`src/rtl/pb_debounce_pkg.sv`:
```
// Shared definitions for the push-button debouncer: one-hot state codes and
// the helpers that turn the counter width into debounce/hold/repeat intervals.
package pb_debounce_pkg;

   localparam int STATE_W = 7;

   localparam logic [STATE_W-1:0] ST_INI  = 7'b000_0001;
   localparam logic [STATE_W-1:0] ST_WQ   = 7'b000_0010;
   localparam logic [STATE_W-1:0] ST_SCEN = 7'b000_0100;
   localparam logic [STATE_W-1:0] ST_WH   = 7'b000_1000;
   localparam logic [STATE_W-1:0] ST_MCEN = 7'b001_0000;
   localparam logic [STATE_W-1:0] ST_CCR  = 7'b010_0000;
   localparam logic [STATE_W-1:0] ST_WFCR = 7'b100_0000;

   function automatic int unsigned t_db(input int unsigned n_dc);
      return 32'd1 << (n_dc - 32'd2);
   endfunction

   function automatic int unsigned t_hold(input int unsigned n_dc);
      return 32'd1 << (n_dc - 32'd1);
   endfunction

   function automatic int unsigned t_rep(input int unsigned n_dc);
      return 32'd1 << (n_dc - 32'd3);
   endfunction

endpackage

```
`src/rtl/sync_2ff.sv`:
```
// Two-flop synchroniser bringing an asynchronous level into the clk domain.
module sync_2ff (
   input  logic clk_i,
   input  logic rst_i,
   input  logic d_i,
   output logic q_o
);

   logic s1_q;
   logic s2_q;

   always_ff @(posedge clk_i) begin
      if (rst_i) begin
         s1_q <= 1'b0;
         s2_q <= 1'b0;
      end else begin
         s1_q <= d_i;
         s2_q <= s1_q;
      end
   end

   assign q_o = s2_q;

endmodule

```
`src/rtl/pb_debounce_enabler.sv`:
```
// Push-button debouncer producing a clean level plus single-step, auto-repeat
// and continuous enables; every output is a Moore decode of the FSM state.
module pb_debounce_enabler
   import pb_debounce_pkg::*;
#(
   parameter int N_DC = 25
) (
   input  logic               CLK,
   input  logic               RESET,
   input  logic               PB,
   output logic               DPB,
   output logic               SCEN,
   output logic               MCEN,
   output logic               CCEN,
   output logic [STATE_W-1:0] state_dbg_o
);

   localparam logic [N_DC-1:0] DB_LAST   = N_DC'(t_db(N_DC) - 32'd1);
   localparam logic [N_DC-1:0] HOLD_LAST = N_DC'(t_hold(N_DC) - 32'd1);
   localparam logic [N_DC-1:0] REP_LAST  = N_DC'(t_rep(N_DC) - 32'd1);
   localparam logic [N_DC-1:0] CNT_ONE   = N_DC'(1);

   localparam logic [STATE_W-1:0] DPB_MASK  = ST_SCEN | ST_WH | ST_MCEN | ST_CCR | ST_WFCR;
   localparam logic [STATE_W-1:0] MCEN_MASK = ST_SCEN | ST_MCEN;
   localparam logic [STATE_W-1:0] CCEN_MASK = ST_SCEN | ST_MCEN | ST_CCR;

   logic               pb_s;
   logic [STATE_W-1:0] state_q, state_d;
   logic [N_DC-1:0]    cnt_q, cnt_d;

   sync_2ff u_sync (
      .clk_i (CLK),
      .rst_i (RESET),
      .d_i   (PB),
      .q_o   (pb_s)
   );

   // The counter restarts from zero on every state change.
   always_comb begin
      state_d = state_q;
      cnt_d   = cnt_q + CNT_ONE;
      case (state_q)
         ST_INI: begin
            cnt_d = '0;
            if (pb_s) state_d = ST_WQ;
         end
         ST_WQ: begin
            if (!pb_s) begin
               state_d = ST_INI;
               cnt_d   = '0;
            end else if (cnt_q == DB_LAST) begin
               state_d = ST_SCEN;
               cnt_d   = '0;
            end
         end
         ST_SCEN: begin
            state_d = ST_WH;
            cnt_d   = '0;
         end
         ST_WH: begin
            if (!pb_s) begin
               state_d = ST_WFCR;
               cnt_d   = '0;
            end else if (cnt_q == HOLD_LAST) begin
               state_d = ST_MCEN;
               cnt_d   = '0;
            end
         end
         ST_MCEN: begin
            state_d = ST_CCR;
            cnt_d   = '0;
         end
         ST_CCR: begin
            if (!pb_s) begin
               state_d = ST_WFCR;
               cnt_d   = '0;
            end else if (cnt_q == REP_LAST) begin
               state_d = ST_MCEN;
               cnt_d   = '0;
            end
         end
         ST_WFCR: begin
            // A bounce back to pressed restarts the release timer.
            if (pb_s) begin
               cnt_d = '0;
            end else if (cnt_q == DB_LAST) begin
               state_d = ST_INI;
               cnt_d   = '0;
            end
         end
         default: begin
            state_d = ST_INI;
            cnt_d   = '0;
         end
      endcase
   end

   always_ff @(posedge CLK) begin
      if (RESET) begin
         state_q <= ST_INI;
         cnt_q   <= '0;
      end else begin
         state_q <= state_d;
         cnt_q   <= cnt_d;
      end
   end

   assign DPB         = (state_q & DPB_MASK) != '0;
   assign SCEN        = state_q == ST_SCEN;
   assign MCEN        = (state_q & MCEN_MASK) != '0;
   assign CCEN        = (state_q & CCEN_MASK) != '0;
   assign state_dbg_o = state_q;

endmodule

```
`config.mk`:
```
export PLATFORM = sky130hd
export DESIGN_NAME = pb_debounce_enabler
export DESIGN_NICKNAME = d
export VERILOG_FILES = /design/src/rtl/pb_debounce_pkg.sv /design/src/rtl/sync_2ff.sv /design/src/rtl/pb_debounce_enabler.sv
export SDC_FILE = /design/constraint.sdc
export NUM_CORES = 1
export LEC_CHECK = 0
export BUFFER_PORTS_ARGS = -buffer_cell sky130_fd_sc_hd__buf_2
export CAP_MARGIN = 20
export CORE_ASPECT_RATIO = 0.9
export CORE_UTILIZATION = 45
export CTS_BUF_LIST = sky130_fd_sc_hd__clkbuf_8
export DETAILED_ROUTE_END_ITERATION = 8
export PLACE_DENSITY = 0.71
export SLEW_MARGIN = 15
export SYNTH_ARGS = -nofsm -noshare
export SYNTH_HDL_FRONTEND = slang
export SYNTH_SLANG_ARGS = --single-unit
```
`constraint.sdc`:
```
create_clock -name CLK -period 2.5 [get_ports CLK]
set_input_delay 0.25 -clock CLK [delete_from_list [all_inputs] [get_ports CLK]]
set_output_delay 0.25 -clock CLK [all_outputs]
set_load 0.01 [all_outputs]
```
* After elaboration in Yosys (flattened, before gate mapping)
Cells that the tools add are included.
** Cells by class
- Add/sub/neg operators :: 1
- Reduce and logical (&&, ||, !) cells :: 4
- Muxes and demuxes :: 18
- Equal/unequal tests :: 16
** Operators with widths (count)
- 2-to-1 mux 25 bit :: 7
- one-hot mux 25 bit (4 select lines) :: 1
- 2-to-1 mux 7 bit :: 9
- one-hot mux 7 bit (7 select lines) :: 1
- adder 25 x 1 -> 25 bit (second input constant) :: 1
- == test 25 x 22 -> 1 bit (second input constant) :: 1
- == test 25 x 23 -> 1 bit (second input constant) :: 1
- == test 25 x 24 -> 1 bit (second input constant) :: 1
- nonzero test 7 bit :: 3
- != test 3 bit (second input constant) :: 3
- == test 7 x 1 -> 1 bit (second input constant) :: 1
- == test 7 x 2 -> 1 bit (second input constant) :: 1
- == test 7 x 3 -> 1 bit (second input constant) :: 1
- == test 7 x 4 -> 1 bit (second input constant) :: 1
- == test 7 x 5 -> 1 bit (second input constant) :: 1
- == test 7 x 6 -> 1 bit (second input constant) :: 1
- == test 7 bit (second input constant) :: 1
- AND reduction 6 bit :: 1
- != test 2 bit (second input constant) :: 2
- != test 2 x 1 -> 1 bit (second input constant) :: 1
** Storage, ports and cells
- Word-level logic and storage cells :: 43
- Input bits :: 3
- Flip-flop bits (word level) :: 34
- Output and inout port bits :: 11

* Logic depth before layout (Yosys ltp)
- Depth after elaboration :: 4
- Depth in mapped cells :: 7
- Mapped depth without buffers :: 6

* By module
A second synthesis with hierarchy kept.
** Second synthesis, totals
- Cell total of the unflattened synthesis :: 209
- Area, all modules :: 1795.5 um^2
** By module, submodules not included
- pb_debounce_enabler :: seq. area each 640.6 um^2, cells an instance 205, area an instance 1742.9 um^2, instances 1
- sync_2ff :: seq. area each 40.0 um^2, cells an instance 4, area an instance 52.6 um^2, instances 1

* Least setup slack after synthesis
Ideal clock, no wire load.
- Path kind :: flip-flop to flip-flop
- From :: register cnt_q[0]
- To :: register cnt_q[16]
- Period minus slack after synthesis :: 2.014 ns
- Library setup time :: 0.115 ns
- Stages on the path, launching flop included :: 8
- Required time :: 2.385 ns
- Path buffers :: 1
- Slack :: 0.486 ns
- Data arrival time :: 1.899 ns
- Cells stage by stage :: dfxtp_1 > ha_1 > nand4_1 > nor4_4 > a41oi_1 > o31ai_4 > buf_6 > nor2_2
** On the way
- Longest elaborated chain between the ends :: 4
- Elaborated cells on any way between the ends :: 12
- Those cells by class :: add/sub (1); eq/ne (3); mux (8)
** RTL lines
- from (decl) :: line pb_debounce_enabler.sv:29 : logic [N_DC-1:0] cnt_q, cnt_d;
- from (signal assigned) :: line pb_debounce_enabler.sv:104 : cnt_q <= cnt_d;
- adder 25 x 1 -> 25 bit (tied with other cells) :: line pb_debounce_enabler.sv:41 : cnt_d = cnt_q + CNT_ONE;
- 2-to-1 mux 25 bit (on tied branches) (2 in a row)
- one-hot mux 25 bit (4 select lines) (*) :: line pb_debounce_enabler.sv:42 : case (state_q)
Every way passes the cells marked *; elsewhere a longest branch is shown, timed or not.
A chain may end at the register's enable or synchronous reset.

* Worst setup path after layout
- From :: register state_q[6] (netlist: state_dbg_o[6])
- To :: register cnt_q[3]
** On the way
- Longest elaborated chain between the ends :: 2
- Elaborated cells on any way between the ends :: 5
- Those cells by class :: eq/ne (4); mux (1)
** RTL lines
- from (decl) :: line pb_debounce_enabler.sv:28 : logic [STATE_W-1:0] state_q, state_d;
- from (signal assigned) :: line pb_debounce_enabler.sv:103 : state_q <= state_d;
- == test 7 bit (tied with other cells) :: line pb_debounce_enabler.sv:42
- one-hot mux 25 bit (4 select lines) (*) :: line pb_debounce_enabler.sv:42
Marked as above.

==> metrics.yaml <==
layout:
  final_layout_size_suffix_gt1_share_pct: 23.9
  final_cell_mix: "dfxtp_1, nor2_2, nor2_1"
  utilization_pct: 54.0
  final_common_cell: "dfxtp_1"
  syn_to_final_growth_pct: 10.3
  fillers: 371
  final_area_sq_um: 2090
  num_antenna_cells: 0
  nNetsFinal: 234
sta:
  skew_ns: 0.00398
  setup_viol: 0
  fin_crit_sh_pct: 85.8
  clock.fmax_mhz: 466
  final.setup.tns_ns: 0
  rsz0062_at_grt: "no"
  min_period_ns: 2.14
  hold_viol_final: 0
  maxSlewViolCount: 0
  relSlewSlack_pct: 58.0
  tightest_slew_ns: 0.625
global_routing:
  grt-ovfl-total: 0
  grt_pass1_wl_um: 6330
  grt_pass1_vias: 1382
  track_usage_pct: 17.5
  antenna_found_initial: 0
  grt_max_degree: 25
floorplanning:
  core_sq_um: 3860
  num_rows: 21
  ios: 14
  fp.dieW_um: 70.3
  start_util_pct: 48.9
  die_h_um: 63.5
  dieArea_sq_um: 4460
synth:
  synth_nets: 218
  yosysTopAreaCellShare_pct: 36.0
  netlist_top_cells_area: "dfxtp_1, nor2_2, xor2_1"
  synthFlopType: "dfxtp_1"
  yosysSeqAreaShare_pct: 36.0
  ys_seq_elements: 34
  synthCells: 214
  avgSynthCellArea_sq_um: 8.83
  post-synth-top-area-cell: "dfxtp_1"
  synth_area_sq_um: 1890
  synth-edff-count: 0
  ys_types: 53
  ys.warnings.count: 0
  async_flop_share_pct: 0
cts:
  cts_inserted_buffers: 5
  cts_setup_buffers: 0
  ctsHtreeMaxLevel: 2
  clockRootBuffer: "clkbuf_8"
  cts_tree: "yes"
  clk_pin_slew_ns: 0.06
  cts_buffer_depth: 2
  cts_hold_buffers: 0
  clock_latency_ns: 0.28
  cts_resized: 0
  cts.sinks: 34
hold_path:
  hold_end: "u_sync.s1_q"
  hold_depth: 2
  holdCritStartpoint: "PB"
  hold_path.class: "input pin to flip-flop"
worst_setup_path:
  cp_max_fo: 24
  ff2ff_setup_slack_ns: 0.36
  reg2reg_depth: 6
  reg2reg_to: "cnt_q[3]"
  r2r-start: "state_dbg_o[6]"
  cp_data_arrival_time_ns: 2.36
  cp.required_ns: 2.71
  endpoint_kind: "flip-flop"
  critical_path_class: "flip-flop to flip-flop"
  start_kind: "flip-flop"
place:
  place_area_sq_um: 2010
  dp_hpwl_um: 2590
  numPortBuffers: 13
  gp_congestion: 0.857
power:
  switchingPower_mw: 0.242
  vdd_drop_max_uv: 375
  clock_power_share_pct: 35.3
  leakagePower_nw: 0.718
  pwr-share-seq_pct: 56.7
  p_comb_share_pct: 8.0
  p_sw_share_pct: 24.0
  cellPowerDensity_nw_per_um2: 484
  internal-power_mw: 0.768
run:
  cap_violations: 0
route:
  vias: 1534
  ant_nets: 0
  wirelength_um: 3560
  wire_per_inst_um: 12.9
  drcViolationCount: 0
  drtIter0Drc: 100
  drtPass1Iterations: 4
  viasPerCell: 5.56
status:
  status: "completed"
## cells in the mapped netlist (all sizes together), types with 2 or more instances
master,number
nor2,38
dfxtp,34
xor2,14
nand3,12
nand4,11
nand2,10
xnor2,10
nor3,7
clkbuf,6
inv,6
nor4,6
and3,5
a21oi,4
buf,4
nand2b,4
nor2b,4
a211oi,3
and4,3
or3,3
a31o,2
a31oi,2
and2,2
nand3b,2
o211ai,2
o21ai,2
o31ai,2
## per-layer routing
layer  global-route usage (%)  routed length [um]
met3                     4.80                 168
met4                     5.50                  28
met2                     24.6                1480
met5                        0                   0
met1                     25.4                1890
## registers in the layout, summed over array words and instances, names as in the netlist
register,count
cnt_q,25
u_sync.s1_q,1
state_dbg_o,7
u_sync.q_o,1
## worst max path at each step
stage	startpoint	to	slack [ns]	depth (start not counted)
global route	state_dbg_o[6]	cnt_q[22]	0.21	6
floorplan	cnt_q[0]	cnt_q[16]	0.49	7
finish	state_dbg_o[6]	cnt_q[3]	0.36	6
CTS	state_dbg_o[6]	cnt_q[22]	0.36	6
detailed placement	state_dbg_o[6]	cnt_q[8]	0.39	6
global placement	state_dbg_o[6]	cnt_q[4]	0.42	6
## area by class of cell
class / instances / area (sq um) / area share (%)
multi-input combinational: 164 / 1130 / 54.0
sequential: 34 / 681 / 32.6
timing repair buffer: 19 / 123 / 5.88
clock buffer: 5 / 68.8 / 3.30
tap: 46 / 57.6 / 2.76
inverter: 6 / 22.5 / 1.08
clock inverter: 2 / 7.51 / 0.360
## stage by stage
step	worst slack (ns)	hold slack [ns]	cells	total power, mW
2_1_floorplan	0.486	0.378	214	0.641
3_3_place_gp	0.418	0.431	269	0.662
3_5_place_dp	0.394	0.442	269	0.662
4_1_cts	0.364	0.184	276	1.02
5_1_grt	0.211	0.208	276	1.06
6_report	0.356	0.184	276	1.01
## power groups by stage
stage          Sequential (mW)  Combinational, mW  Clock, mW
3_3_place_gp             0.582             0.0791          0
6_report                 0.572             0.0811      0.357
5_1_grt                  0.574             0.0875      0.394
4_1_cts                  0.571             0.0799      0.369
3_5_place_dp             0.583             0.0796          0
2_1_floorplan            0.570             0.0711          0
## critical path, stage by stage, from the launching register on
cell and delay, ns:
dfxtp_1 0.55, or3b_2 0.49, a211o_1 0.30, a21oi_1 0.32
o31ai_4 0.12, buf_12 0.18, nor2_1 0.11
## cells by family (layout without fill, tap and decap cells)
logic type	count (synthesis)	after routing	synth area share, %
multiplexers	1	1	0.529
flip-flops	34	34	36.0
AND/OR/NAND/NOR	116	116	37.2
XOR/XNOR	24	24	11.1
adder cells (fa/ha/maj)	1	1	0.662
AO/OA/AOI/OAI	22	22	10.1
buffers and inverters	16	32	4.43
Note: power is estimated with default switching activity, not from simulation.
